$ cat config.mk
export PLATFORM = sky130hd
export DESIGN_NAME = pad_autoread_ctrl
export DESIGN_NICKNAME = d
export VERILOG_FILES = /design/src/rtl/pad_autoread_ctrl.sv
export SDC_FILE = /design/constraint.sdc
export NUM_CORES = 1
export LEC_CHECK = 0
export BUFFER_PORTS_ARGS = -buffer_cell sky130_fd_sc_hd__clkbuf_2
export CORE_ASPECT_RATIO = 0.8
export CORE_UTILIZATION = 55
export CTS_CLUSTER_DIAMETER = 200
export DETAILED_ROUTE_END_ITERATION = 16
export GPL_TIMING_DRIVEN = 0
export PLACE_DENSITY = 0.75
export SETUP_SLACK_MARGIN = 0.2
export SKIP_LAST_GASP = 1
export SLEW_MARGIN = 10
export SYNTH_ARGS = -nofsm -noshare
export SYNTH_HDL_FRONTEND = slang
export SYNTH_SLANG_ARGS = --single-unit
$ cat constraint.sdc
create_clock -name ACLK1 -period 2.21 [get_ports ACLK1]
set_input_delay 0.3315 -clock ACLK1 [delete_from_list [all_inputs] [get_ports ACLK1]]
set_output_delay 0.3315 -clock ACLK1 [all_outputs]
set_load 0.01 [all_outputs]
$ cat src/rtl/pad_autoread_ctrl.sv
// Controller-port auto-read sequencer.
// Strobes OUT0, then clocks NUM_BITS serial bits from both ports with
// active-low /IN0 and /IN1 read pulses and presents two parallel words.
// While a sequence runs it owns the OUT0 and /IN pad drives; otherwise the
// CPU register path passes straight through to the pad cells.
module pad_autoread_ctrl #(
    parameter int NUM_BITS      = 8,
    parameter int STROBE_CYCLES = 2,
    parameter int READ_GAP      = 1
) (
    input  logic                ACLK1,
    input  logic                n_RES,
    input  logic                start,
    input  logic                abort,
    input  logic                cpu_out0,
    input  logic                cpu_n_r4016,
    input  logic                cpu_n_r4017,
    input  logic                cpu_w4016,
    input  logic                pad_d0,
    input  logic                pad_d1,
    output logic                out0_drv,
    output logic                n_in0_drv,
    output logic                n_in1_drv,
    output logic                busy,
    output logic                done,
    output logic [NUM_BITS-1:0] pad0_data,
    output logic [NUM_BITS-1:0] pad1_data,
    output logic                collision
);

    // Bit counter must be able to hold NUM_BITS itself (value after the last GAP).
    localparam int BW   = $clog2(NUM_BITS + 1);
    // Phase counter times both the strobe-high window and the inter-read gap.
    localparam int PMAX = (STROBE_CYCLES > READ_GAP) ? STROBE_CYCLES : READ_GAP;
    localparam int PW   = $clog2(PMAX + 1);

    typedef enum logic [2:0] {
        ST_IDLE      = 3'd0,
        ST_STROBE_HI = 3'd1,
        ST_STROBE_LO = 3'd2,
        ST_READ      = 3'd3,
        ST_GAP       = 3'd4,
        ST_DONE      = 3'd5
    } state_t;

    state_t state_q, state_d;

    logic [PW-1:0]       phase_cnt_q, phase_cnt_d;
    logic [BW-1:0]       bit_cnt_q,   bit_cnt_d;
    logic [BW-1:0]       bit_cnt_inc;
    logic [NUM_BITS-1:0] shift0_q,    shift0_d;
    logic [NUM_BITS-1:0] shift1_q,    shift1_d;
    logic [NUM_BITS-1:0] res0_q,      res0_d;
    logic [NUM_BITS-1:0] res1_q,      res1_d;
    logic                collision_q, collision_d;

    logic [NUM_BITS-1:0] shift0_next;
    logic [NUM_BITS-1:0] shift1_next;

    logic start_ok;
    logic abort_now;
    logic strobe_last;
    logic gap_last;
    logic more_bits;
    logic cpu_touch;
    logic strobe_int;
    logic n_in_int;

    // A start is only honoured from IDLE, and a coincident abort vetoes it.
    assign start_ok    = (state_q == ST_IDLE) && start && !abort;
    // Abort cuts the sequence short everywhere except IDLE and DONE;
    // DONE is allowed to finish so the result is never half-loaded.
    assign abort_now   = abort && (state_q != ST_IDLE) && (state_q != ST_DONE);
    assign strobe_last = (phase_cnt_q == PW'(STROBE_CYCLES - 1));
    assign gap_last    = (phase_cnt_q == PW'(READ_GAP - 1));
    assign bit_cnt_inc = bit_cnt_q + BW'(1);
    assign more_bits   = (bit_cnt_inc < BW'(NUM_BITS));
    assign cpu_touch   = cpu_w4016 || !cpu_n_r4016 || !cpu_n_r4017;

    // Right-shift from the MSB: new (de-inverted) pad bit enters at the top,
    // so after NUM_BITS reads the first bit read lands in bit 0.
    generate
        for (genvar gi = 0; gi < NUM_BITS - 1; gi++) begin : g_shift
            assign shift0_next[gi] = shift0_q[gi + 1];
            assign shift1_next[gi] = shift1_q[gi + 1];
        end
    endgenerate
    assign shift0_next[NUM_BITS-1] = ~pad_d0;
    assign shift1_next[NUM_BITS-1] = ~pad_d1;

    // State register.
    always_ff @(posedge ACLK1 or negedge n_RES) begin
        if (!n_RES) begin
            state_q <= ST_IDLE;
        end else begin
            state_q <= state_d;
        end
    end

    // Next-state logic for the read sequence.
    always_comb begin
        state_d = state_q;
        if (abort_now) begin
            state_d = ST_IDLE;
        end else begin
            unique case (state_q)
                ST_IDLE: begin
                    if (start_ok) begin
                        state_d = ST_STROBE_HI;
                    end
                end
                ST_STROBE_HI: begin
                    if (strobe_last) begin
                        state_d = ST_STROBE_LO;
                    end
                end
                ST_STROBE_LO: begin
                    state_d = ST_READ;
                end
                ST_READ: begin
                    state_d = ST_GAP;
                end
                ST_GAP: begin
                    if (gap_last) begin
                        state_d = more_bits ? ST_READ : ST_DONE;
                    end
                end
                ST_DONE: begin
                    state_d = ST_IDLE;
                end
                default: begin
                    state_d = ST_IDLE;
                end
            endcase
        end
    end

    // Outputs decoded from the state, plus the pad ownership mux.
    always_comb begin
        busy       = (state_q != ST_IDLE);
        done       = (state_q == ST_DONE);
        strobe_int = (state_q == ST_STROBE_HI);
        n_in_int   = (state_q != ST_READ);
        if (busy) begin
            out0_drv  = strobe_int;
            n_in0_drv = n_in_int;
            n_in1_drv = n_in_int;
        end else begin
            out0_drv  = cpu_out0;
            n_in0_drv = cpu_n_r4016;
            n_in1_drv = cpu_n_r4017;
        end
    end

    // Next values for counters, shift registers, results and the collision flag.
    always_comb begin
        phase_cnt_d = '0;
        bit_cnt_d   = bit_cnt_q;
        shift0_d    = shift0_q;
        shift1_d    = shift1_q;
        res0_d      = res0_q;
        res1_d      = res1_q;
        collision_d = collision_q;

        if (busy && cpu_touch) begin
            collision_d = 1'b1;
        end

        if (abort_now) begin
            bit_cnt_d = '0;
            shift0_d  = '0;
            shift1_d  = '0;
        end else begin
            unique case (state_q)
                ST_IDLE: begin
                    if (start_ok) begin
                        bit_cnt_d   = '0;
                        shift0_d    = '0;
                        shift1_d    = '0;
                        collision_d = 1'b0;
                    end
                end
                ST_STROBE_HI: begin
                    if (!strobe_last) begin
                        phase_cnt_d = phase_cnt_q + PW'(1);
                    end
                end
                ST_STROBE_LO: begin
                    phase_cnt_d = '0;
                end
                ST_READ: begin
                    shift0_d = shift0_next;
                    shift1_d = shift1_next;
                end
                ST_GAP: begin
                    if (gap_last) begin
                        bit_cnt_d = bit_cnt_inc;
                    end else begin
                        phase_cnt_d = phase_cnt_q + PW'(1);
                    end
                end
                ST_DONE: begin
                    res0_d = shift0_q;
                    res1_d = shift1_q;
                end
                default: begin
                    phase_cnt_d = '0;
                end
            endcase
        end
    end

    // Datapath registers.
    always_ff @(posedge ACLK1 or negedge n_RES) begin
        if (!n_RES) begin
            phase_cnt_q <= '0;
            bit_cnt_q   <= '0;
            shift0_q    <= '0;
            shift1_q    <= '0;
            res0_q      <= '0;
            res1_q      <= '0;
            collision_q <= 1'b0;
        end else begin
            phase_cnt_q <= phase_cnt_d;
            bit_cnt_q   <= bit_cnt_d;
            shift0_q    <= shift0_d;
            shift1_q    <= shift1_d;
            res0_q      <= res0_d;
            res1_q      <= res1_d;
            collision_q <= collision_d;
        end
    end

    assign pad0_data = res0_q;
    assign pad1_data = res1_q;
    assign collision = collision_q;

endmodule

# --- Word level (Yosys, flattened, before mapping) ---
# Index checks and enable logic that the tools add are counted.
word_totals:
  register_bits: 42
  out_inout_bits: 22
  word_cells: 70
classes:
  add_sub_neg: 2
  order_cmp: 1
  eq_ne: 11
  n_mux: 26
  n_bitwise: 3
  n_reduce_logical: 19
op_table:
  columns: ["cell", "count"]
  rows:
  - ["8-bit one-hot mux with 2 select lines", 2]
  - ["8-bit two-way mux", 3]
  - ["3-bit two-way mux", 5]
  - ["3-bit one-hot mux with 5 select lines", 1]
  - ["4-bit two-way mux", 3]
  - ["3-bit inequality test (second input constant)", 4]
  - ["3-bit nonzero test", 3]
  - ["4-bit one-hot mux with 2 select lines", 1]
  - ["1-bit two-way mux", 7]
  - ["3-bit by 2-bit == test with 1-bit output (second input constant)", 2]
  - ["3-bit == test (second input constant)", 2]
  - ["2-bit two-way mux", 3]
  - ["3-bit AND reduction", 2]
  - ["1-bit logical AND", 5]
  - ["4-bit by 1-bit adder with 4-bit output (second input constant)", 1]
  - ["4-bit less-than comparator (second input constant)", 1]
  - ["2-bit one-hot mux with 2 select lines", 1]
  - ["2-bit AND reduction", 2]
  - ["3-bit by 1-bit == test with 1-bit output (second input constant)", 1]
  - ["1-bit logical NOT", 3]
  - ["3-bit logical NOT", 1]
  - ["3-bit by 2-bit inequality test with 1-bit output (second input constant)", 1]
  - ["1-bit inverter", 3]
  - ["2-bit by 1-bit adder with 2-bit output (second input constant)", 1]
  - ["3 further kinds", 4]

# --- Longest topological paths before layout ---
# Gate-level depths: netlist (run 1).
logic_depth:
  depth_word: 8
  mapped_depth: 6
  depth_no_buf: 6

# --- Worst setup path before layout (run 1) ---
# No wires, ideal clock.
synth_path:
  path_type: "register to register"
  startpoint: "reg state_q[2]"
  endpoint: "reg collision_q (netlist: collision)"
  arrival_ns: 1.333
  t_required_ns: 2.089
  path_slack_ns: 0.756
  path_stages_with_launch: 5
  cell_sequence: "dfrtp_1 -> buf_4 -> buf_2 -> or3_1 -> a22o_1"
synth_via:
  elab_chain_cells: 6
  elab_cells_between_ends: 12
synth_lines:
  columns: ["element", "line_no", "source"]
  rows:
  - ["start, declared", "46", "state_t state_q, state_d;"]
  - ["start signal, assigned", "96", "state_q <= state_d;"]
  - ["3-bit nonzero test (*)", "140", "busy = (state_q != ST_IDLE);"]
  - ["named net busy", "24", "output logic busy,"]
  - ["1-bit logical AND", "165", "if (busy && cpu_touch) begin"]
  - ["1-bit two-way mux", "165", null]
  - ["1-bit two-way mux", "176", "if (start_ok) begin"]
  - ["1-bit two-way mux", "174", "unique case (state_q)"]
  - ["1-bit two-way mux (*)", "169", "if (abort_now) begin"]
  - ["named net collision_d", "55", "logic collision_q, collision_d;"]
  - ["end signal, assigned", "230", "collision_q <= collision_d;"]
  - ["end, declared", "55", null]
# The timed path passes the listed nets; every way through them passes the cells marked *.
# A chain may end at the register's enable or synchronous reset.

# --- Worst setup path in the final report (run 1) ---
layout_path:
  startpoint: "reg state_q[0]"
  endpoint: "out done"
layout_via:
  elab_chain_cells: 1
layout_lines:
  columns: ["element", "line_no", "source"]
  rows:
  - ["3-bit == test", "141", "done = (state_q == ST_DONE);"]
  - ["end, declared", "25", "output logic done,"]
# Every way passes these cells.

==> results of run 1 <==
==> layer usage <==
layer	vias to the layer above	GRT usage	routed length [µm]
met5	-	0	0
met4	0	0.0437	13
met3	2	0.0579	109
met2	21	0.340	1810
met1	693	0.315	1790
li1	629	-	-
==> registers in the layout, indices dropped and copies added (netlist names) <==
register / count
phase_cnt_q: 2
collision: 1
state_q: 3
shift0_q: 8
pad0_data: 8
pad1_data: 8
shift1_q: 8
bit_cnt_q: 4
==> worst max-delay path: stages (launching register included) <==
cell and delay [ps]:
dfrtp_1 430, buf_6 160, and2b_2 220, nand2_4 150
buf_8 180, inv_1 50, clkbuf_2 120
==> cell families after synthesis <==
kind of cell	synth area share
adder cells (fa/ha/maj)	0.0254
AO/OA/AOI/OAI	0.145
flip-flops	0.534
multiplexers	0.130
XOR/XNOR	0.00445
AND/OR/NAND/NOR	0.118
buffers and inverters	0.0432
==> cell usage in the layout (no fill, tap or decap), types with 2 or more instances in the layout <==
cell,Yosys,final
buf_6,3,2
mux2_4,9,9
dfrtp_1,42,42
nand3_1,4,4
mux2_1,7,7
clkbuf_8,0,5
mux2_2,2,2
o2bb2ai_1,2,2
buf_4,3,3
nor2b_1,5,5
or2_1,3,3
a22o_1,16,16
ha_1,4,4
nor2_1,4,4
mux2i_1,2,2
o21ai_1,3,3
buf_2,2,2
nand2b_1,6,6
inv_1,5,5
nand2_1,4,4
nor3_1,2,2
clkbuf_2,0,31
o21ai_0,4,4
or3_1,2,2
a21oi_1,2,2
==> layout make-up <==
type / count / area, µm²
buffer: 8 / 70.1
clock buffer: 6 / 72.6
clock inverter: 2 / 37.5
fill: 264 / 1130
inverter: 5 / 18.8
multi-input combinational: 98 / 833
sequential: 42 / 1050
tap: 42 / 52.6
timing repair buffer: 31 / 155
==> stage by stage <==
| stage | std cells | power (mW) | utilization | worst slack (ps) |
|---|---|---|---|---|
| 2_1_floorplan | 153 | 1.33 | - | 756 |
| 3_3_place_gp | 226 | 1.50 | 0.636 | 570 |
| 3_5_place_dp | 226 | 1.51 | 0.636 | 566 |
| 4_1_cts | 234 | 2.10 | 0.668 | 250 |
| 5_1_grt | 234 | 2.20 | 0.669 | 198 |
| 6_report | 234 | 2.09 | 0.669 | 275 |
==> worst max path at each step <==
stage	from	end	slack, ps
floorplan	state_q[2]$_DFFE_PN0P_	collision$_DFF_PN0_	760
global placement	state_q[0]$_DFFE_PN0P_	done	570
detailed placement	state_q[0]$_DFFE_PN0P_	done	570
CTS	state_q[0]$_DFFE_PN0P_	done	250
global route	state_q[0]$_DFFE_PN0P_	done	200
finish	state_q[0]$_DFFE_PN0P_	done	280
==> power groups by stage <==
| stage | sequential [mW] | clock, mW | combinational (mW) |
|---|---|---|---|
| 6_report | 0.853 | 0.584 | 0.650 |
| 5_1_grt | 0.861 | 0.633 | 0.710 |
| 4_1_cts | 0.852 | 0.599 | 0.646 |
| 3_5_place_dp | 0.866 | 0 | 0.645 |
| 3_3_place_gp | 0.866 | 0 | 0.631 |
| 2_1_floorplan | 0.866 | 0 | 0.459 |
==> run_results.csv, run 1 <==
group,metric,value,unit
sta,rsz0062_at_grt,"no",
floorplanning,dieArea,3830,µm²
sta,max-slew-margin-rel,0.324,
worst_setup_path,cp-start-kind,"flip-flop",
route,postRouteAntennaNets,0,
clock_network,cts_resized,0,
floorplanning,start_util,0.575,
global_route,grt_use_total,0.221,
route,drt_wl_total,3730,µm
synthesis,synth_nets,167,
synthesis,synth-seq-cells,42,
route,num_vias,1345,
place,numPortBuffers,31,
global_route,antenna_found_initial,0,
worst_setup_path,required,1880,ps
place,place_congestion,0.860,
sta,setup_viol,0,
sta,fin_crit_sh,0.876,
worst_setup_path,crit_arrival,1600,ps
worst_setup_path,regToRegEndpoint,"bit_cnt_q[3]$_DFFE_PN0P_",
synthesis,async_reset_ff_frac,1.00,
synthesis,synth_common_cells,"dfrtp_1, a22o_1, mux2_4, mux2_1, nand2b_1",
route,drt_iter0_markers,75,
floorplanning,dieHeight,55.5,µm
sta,hold_violations,0,
place,hpwl,2660,µm
power_and_ir_drop,power_leakage,1.18,nW
synthesis,synth.cell_area,1970,µm²
clock_network,insertion_delay,280,ps
worst_setup_path,worstRegToRegCells,6,
sta,tns,0,ps
clock_network,clockBufferDepth,2,
floorplanning,fp-row-count,19,
cells_and_area,nNetsFinal,205,
clock_network,cts_tree,"done",
power_and_ir_drop,pwr-share-comb,0.312,
cells_and_area,drive_gt1_frac,0.333,
global_route,grt_overflow,0,
place,place_area,2180,µm²
outcome,status,"completed",
worst_setup_path,end_kind,"primary output",
floorplanning,io_pins,32,
synthesis,yosysWarnings,0,
power_and_ir_drop,p_int,1.41,mW
power_and_ir_drop,switchingPower,675,µW
synthesis,ys.flop_type,"dfrtp_1",
global_route,grt_max_degree,43,
sta,final.setup_skew,5.17,ps
synthesis,yosys-top-cells-area,"dfrtp_1, a22o_1, mux2_4, mux2_1, ha_1",
sta,fin_crit,1930,ps
synthesis,synth-edff-count,0,
clock_network,cts-buffers-inserted,5,
floorplanning,die_w,68.9,µm
worst_setup_path,critPathKind,"flip-flop to primary output",
clock_network,cts_sinks,42,
route,wl_per_cell,15.9,µm
global_route,grt_pass1_vias,1333,
synthesis,yosysMostFrequentCell,"dfrtp_1",
sta,hold_slack,210,ps
synthesis,synth_top_cell_area_share,0.534,
power_and_ir_drop,pwr-share-seq,0.409,
synthesis,yosys.area.top_type,"dfrtp_1",
route,viasPerCell,5.75,
floorplanning,fp.coreArea,3420,µm²
clock_network,root_buffer,"clkbuf_8",
clock_network,clk_pin_slew,80,ps
run,drv_cap,0,
cells_and_area,fin_area,2290,µm²
worst_setup_path,r2r_start,"phase_cnt_q[0]$_DFF_PN0_",
power_and_ir_drop,power.density,911,nW/µm²
worst_setup_path,crit_fanout,10,
sta,slew_viol_final,0,
synthesis,synth_area_per_cell,12.9,µm²
worst_hold_path,hold_class,"input port to async pin",
clock_network,ctsHoldBuffers,0,
power_and_ir_drop,ir_worst_vdd,487,µV
cells_and_area,syn2layout_area_growth,16.3,%
clock_network,h-tree-depth,2,
clock_network,post-cts-setup-buffers,0,
cells_and_area,antenna_cells,0,
power_and_ir_drop,p_clk_frac,0.280,
power_and_ir_drop,power_switching_share,0.323,
synthesis,yosysUniqueCellTypes,40,
worst_setup_path,r2r_setup_slack,540,ps
route,drc_errors,0,
sta,tightest_slew,1010,ps
route,first_pass_iters,6,
sta,clock.fmax,517,MHz
global_route,grt_pass1_wl,6310,µm
synthesis,ys_seq_area_frac,0.534,
synthesis,syn_inst,153,
Note: power is estimated with default switching activity, not from simulation.
==> run 2: changes to the inputs <==
CTS_BUF_LIST = sky130_fd_sc_hd__clkbuf_4 sky130_fd_sc_hd__clkbuf_8   (was default)
clock period = 2.3 ns   (was 2.21 ns; I/O delays follow)
==> run 2 against run 1 <==
Against the previous run: die area unchanged; flip-flop and latch count unchanged; first-iteration DRC count up 2.7%; non-clock buffer count unchanged; combinational power down 3.7%; clock skew up 0.76 ps; clock power down 1%; critical endpoint unchanged.
==> run_results.csv, run 2 (synthesized netlist as in run 1, its figures left out) <==
group,metric,value,unit
outcome,status,"completed",
worst_setup_path,crit_top_cell,"buf_6",
worst_hold_path,hold_class,"input port to async pin",
clock_network,cts-buffers-inserted,5,
sta,setup_viol,0,
worst_setup_path,regToRegEndpoint,"bit_cnt_q[3]$_DFFE_PN0P_",
clock_network,cts_resized,0,
route,drt_wl_total,3750,µm
global_route,grt_overflow,0,
cells_and_area,final_cell_mix,"dfrtp_1, clkbuf_2, a22o_1, mux2_4, mux2_1",
floorplanning,fp-row-count,19,
cells_and_area,drive_gt1_frac,0.339,
sta,fin_crit_sh,0.857,
place,dp.cells,226,
cells_and_area,final_common_cell,"dfrtp_1",
floorplanning,start_util,0.575,
floorplanning,dieArea,3830,µm²
cells_and_area,fin_util,0.669,
floorplanning,die_w,68.9,µm
sta,clock.fmax,507,MHz
sta,slew_viol_final,0,
cells_and_area,antenna_cells,0,
global_route,grt_pass1_wl,6310,µm
cells_and_area,fin_area,2290,µm²
route,first_pass_iters,4,
cells_and_area,stdcell_count,234,
place,hpwl,2660,µm
clock_network,root_buffer,"clkbuf_8",
global_route,grt_use_total,0.221,
route,postRouteAntennaNets,0,
clock_network,cts_sinks,42,
place,numPortBuffers,31,
sta,hold_violations,0,
worst_setup_path,crit_fanout,10,
clock_network,insertion_delay,280,ps
run,drv_cap,0,
floorplanning,io_pins,32,
worst_setup_path,worstRegToRegCells,6,
clock_network,cts_tree,"done",
global_route,grt_pass1_vias,1333,
power_and_ir_drop,p_total,2.02,mW
worst_setup_path,critical_path.slowest_cell,"dfrtp_1",
worst_setup_path,cp_cell_sequence,"buf_6 > and2b_2 > nand2_4 > buf_6 > inv_1 > clkbuf_2",
sta,final.setup_skew,5.93,ps
place,place_congestion,0.860,
clock_network,clk_pin_slew,80,ps
sta,max-slew-margin-rel,0.328,
sta,tightest_slew,1010,ps
route,drt_iter0_markers,77,
worst_setup_path,r2r_setup_slack,630,ps
route,drc_errors,0,
worst_setup_path,end_kind,"primary output",
route,viasPerCell,5.78,
global_route,grt_max_degree,43,
power_and_ir_drop,ir_worst_vdd,477,µV
route,num_vias,1352,
cells_and_area,fill_cells,262,
worst_setup_path,required,1960,ps
floorplanning,fp.coreArea,3420,µm²
clock_network,ctsHoldBuffers,0,
sta,tns,0,ps
clock_network,post-cts-setup-buffers,0,
route,wl_per_cell,16.0,µm
place,place_area,2180,µm²
power_and_ir_drop,power_leakage,1.19,nW
global_route,antenna_found_initial,0,
worst_setup_path,r2r_start,"phase_cnt_q[0]$_DFF_PN0_",
cells_and_area,nNetsFinal,205,
power_and_ir_drop,power.density,883,nW/µm²
worst_setup_path,crit_arrival,1630,ps
floorplanning,dieHeight,55.5,µm
worst_setup_path,critPathKind,"flip-flop to primary output",
worst_setup_path,slowest_delay,430,ps
sta,fin_crit,1970,ps
cells_and_area,syn2layout_area_growth,16.3,%
sta,rsz0062_at_grt,"no",
worst_setup_path,cp-start-kind,"flip-flop",
clock_network,clockBufferDepth,2,
clock_network,h-tree-depth,2,
## run 2: cell counts in the layout (fill, tap and decap cells not counted)
No cell type changed its count.
## run 2: worst max-delay path by stage
stage                                 from  cells after the start  slack (ps)    to
floorplan           state_q[0]$_DFFE_PN0P_                      5         840  done
detailed placement  state_q[0]$_DFFE_PN0P_                      6         640  done
CTS                 state_q[0]$_DFFE_PN0P_                      6         330  done
global route        state_q[0]$_DFFE_PN0P_                      6         260  done
finish              state_q[0]$_DFFE_PN0P_                      6         330  done
global placement    state_q[0]$_DFFE_PN0P_                      6         650  done
## run 2: worst max-delay path, delay by kind of cell (launching register included)
kind | cells | cell delay (ps)
AND/OR/NAND/NOR | 2 | 360
flip-flops | 1 | 430
buffers and inverters | 4 | 530
## run 2: power by group
part	total, mW	internal, mW	switching, mW
logic	0.626	0.252	0.373
clock network	0.578	0.336	0.243
registers	0.820	0.781	0.0387
## run 2: metrics by stage
| stage | hold WS, ps | setup slack [ps] |
|---|---|---|
| floorplan | 49.4 | 843 |
| global placement | 473 | 646 |
| detailed placement | 481 | 642 |
| CTS | 219 | 326 |
| global route | 209 | 258 |
| finish | 221 | 328 |
## run 2: metal layers
layer	track usage	vias to the layer above	share of wire
li1	-	629	-
met1	0.315	691	0.48
met2	0.340	30	0.48
met3	0.0579	2	0.038
met4	0.0437	0	0.0035
met5	0	-	0
## run 2: final cells by class
class	count	area [µm²]	share of cell area
Multi-Input combinational cell	98	833	0.364
Clock buffer	6	76.3	0.0333
Inverter	5	18.8	0.00819
Timing Repair Buffer	31	155	0.0677
Clock inverter	2	37.5	0.0164
Buffer	8	66.3	0.0289
Tap cell	42	52.6	0.0229
Sequential cell	42	1050	0.459
==> run 3: changes to the inputs <==
ABC_AREA = 1   (was default)
PLACE_DENSITY = default   (was 0.75)
PLACE_DENSITY_LB_ADDON = 0.12   (was default)
==> run 3 against run 2 <==
Against the previous run: clock skew up 3.4 ps; die area down 1.8%; highest routed layer unchanged; sequential power up 2.4%; total power up 4.3%; combinational power down 7.2%; flip-flop and latch count unchanged.
==> run_results.csv, run 3 <==
group,metric,value,unit
outcome,status,"completed",
synthesis,muxShareOfSynthArea,0,
synthesis,ys.flop_type,"dfrtp_1",
clock_network,clk_pin_slew,80,ps
route,drt_iter0_markers,128,
cells_and_area,nNetsFinal,272,
synthesis,synth_compound_area_frac,0.122,
synthesis,yosys-top-cells-area,"dfrtp_1, nand2_1, o21ai_0, inv_1, o21ai_2",
cells_and_area,fin_area,2280,µm²
sta,max-slew-margin-rel,0.309,
global_route,grt_pass1_vias,1298,
sta,fin_crit_sh,0.750,
run,drv_cap,0,
power_and_ir_drop,switchingPower,702,µW
worst_setup_path,worstRegToRegCells,5,
sta,fin_crit,1720,ps
worst_setup_path,cp-start-kind,"flip-flop",
sta,setup_viol,0,
clock_network,cts-buffers-inserted,5,
cells_and_area,antenna_cells,0,
synthesis,async_reset_ff_frac,1.00,
floorplanning,io_pins,32,
floorplanning,fp-row-count,18,
sta,final.setup_skew,9.36,ps
synthesis,syn_inst,220,
route,drc_errors,0,
power_and_ir_drop,p_int,1.41,mW
worst_setup_path,critPathKind,"flip-flop to primary output",
clock_network,clockBufferDepth,2,
cells_and_area,fill_cells,253,
global_route,antenna_found_initial,0,
synthesis,synth-simple-area-share,0.225,
synthesis,synth_top_cell_area_share,0.544,
floorplanning,start_util,0.600,
floorplanning,dieHeight,55.0,µm
synthesis,ys_seq_area_frac,0.544,
synthesis,synth-edff-count,0,
place,hpwl,2560,µm
power_and_ir_drop,power_switching_share,0.332,
route,viasPerCell,5.15,
sta,hold_violations,0,
synthesis,yosys.area.top_type,"dfrtp_1",
clock_network,insertion_delay,290,ps
clock_network,cts_tree,"done",
route,wl_per_cell,12.2,µm
global_route,grt_use_total,0.220,
cells_and_area,seq_area,1050,µm²
power_and_ir_drop,power.density,927,nW/µm²
sta,slew_viol_final,0,
route,drt_wl_total,3650,µm
floorplanning,die_w,68.3,µm
power_and_ir_drop,p_clk_frac,0.327,
sta,clock.fmax,580,MHz
floorplanning,fp.coreArea,3220,µm²
route,num_vias,1541,
clock_network,root_buffer,"clkbuf_8",
worst_hold_path,hold_class,"input port to async pin",
power_and_ir_drop,ir_worst_vdd,659,µV
cells_and_area,multi_input_area,731,µm²
place,place_congestion,0.855,
cells_and_area,final_cell_mix,"nand2_1, dfrtp_1, clkbuf_2, inv_1, o21ai_0",
power_and_ir_drop,pwr-share-seq,0.398,
clock_network,cts_resized,0,
worst_setup_path,r2r_start,"state_q[0]$_DFFE_PN0P_",
sta,rsz0062_at_grt,"no",
power_and_ir_drop,p_total,2.11,mW
cells_and_area,fin_util,0.707,
cells_and_area,final_common_cell,"nand2_1",
cells_and_area,syn2layout_area_growth,17.7,%
synthesis,synth_fa_ha_area_frac,0.0259,
synthesis,synth_area_per_cell,8.79,µm²
route,first_pass_iters,4,
worst_setup_path,required,1960,ps
worst_setup_path,crit_fanout,8,
worst_setup_path,critical_path.slowest_cell,"dfrtp_1",
global_route,grt_pass1_wl,5840,µm
synthesis,synth-seq-cells,42,
clock_network,post-cts-setup-buffers,0,
worst_setup_path,cp_cell_sequence,"nor2_4 > nand2_4 > o21ai_0 > clkbuf_2",
synthesis,synth_xor_area_frac,0.00453,
synthesis,yosysMostFrequentCell,"nand2_1",
route,postRouteAntennaNets,0,
place,numPortBuffers,31,
global_route,grt_max_degree,43,
clock_network,cts_sinks,42,
place,place_area,2140,µm²
synthesis,synth_nets,234,
cells_and_area,drive_gt1_frac,0.243,
synthesis,yosysWarnings,0,
synthesis,yosysUniqueCellTypes,26,
clock_network,h-tree-depth,2,
synthesis,synth_top_family_by_area,"simple AND/OR/NAND/NOR gates",
worst_setup_path,crit_arrival,1380,ps
worst_setup_path,end_kind,"primary output",
clock_network,ctsHoldBuffers,0,
worst_setup_path,crit_start,"state_q[0]$_DFFE_PN0P_",
synthesis,synth.cell_area,1930,µm²
sta,tightest_slew,1040,ps
floorplanning,dieArea,3760,µm²
sta,tns,0,ps
power_and_ir_drop,power_leakage,1.18,nW
synthesis,synth_common_cells,"nand2_1, dfrtp_1, inv_1, o21ai_0, nand3_1",
worst_setup_path,slowest_delay,480,ps
global_route,grt_overflow,0,
power_and_ir_drop,pwr-share-comb,0.275,
==> run 3: cell types whose count changed after synthesis, sizes merged, moves of 6 or more <==
cell | previous run | this run
inv | 5 | 32
o21ai | 7 | 35
nand2 | 5 | 67
mux2 | 18 | 0
a22o | 16 | 0
nand2b | 6 | 0
nand3 | 4 | 15
==> run 3: layout make-up <==
class,count,area share
sequential,42,0.462
multi-input combinational,140,0.321
timing repair buffer,31,0.0682
inverter,33,0.0544
clock buffer,5,0.0302
clock inverter,3,0.0302
tap,40,0.0220
buffer,5,0.0121
==> run 3: through the flow <==
stage,hold slack (ps),worst slack (ps),instances
3_5_place_dp,465,836,291
6_report,220,576,299
3_3_place_gp,460,876,291
5_1_grt,267,441,299
2_1_floorplan,49.4,956,220
4_1_cts,246,565,299
==> run 3: worst paths after layout <==
path,to,slack (ps)
worst max-delay path,n_in1_drv,580
worst min-delay path,collision$_DFF_PN0_,220
worst max register to register,shift0_q[6]$_DFFE_PN0P_,820
worst min register to register,pad1_data[0]$_DFFE_PN0P_,480
max in group asynchronous,pad1_data[7]$_DFFE_PN0P_,1430
min in group ACLK1,shift0_q[7]$_DFFE_PN0P_,270
==> run 3: logic make-up after synthesis <==
kind of cell | after synthesis
AO/OA/AOI/OAI | 39
XOR/XNOR | 1
adder cells (fa/ha/maj) | 4
buffers and inverters | 38
flip-flops | 42
AND/OR/NAND/NOR | 96
==> run 3: layer usage <==
| layer | share of wire | vias up | GRT usage |
|---|---|---|---|
| met2 | 0.43 | 46 | 0.332 |
| met3 | 0.044 | 7 | 0.0553 |
| met4 | 0.015 | 0 | 0.0868 |
| met5 | 0 | - | 0 |
| li1 | - | 778 | - |
| met1 | 0.51 | 710 | 0.306 |
==> run 3: critical path: cells and delay by family, from the launching register on <==
family / cells / cell delay (ps)
AOI/OAI and AO/OA: 1 / 150
buffers and inverters: 1 / 150
DFF: 1 / 480
and+or+nand+nor: 2 / 310
==> run 3: power groups by stage <==
stage	Clock, mW	Combinational (mW)	Sequential (mW)
6_report	0.690	0.581	0.840
5_1_grt	0.738	0.658	0.848
4_1_cts	0.706	0.581	0.839
3_5_place_dp	0	0.577	0.852
3_3_place_gp	0	0.572	0.851
2_1_floorplan	0	0.404	0.850
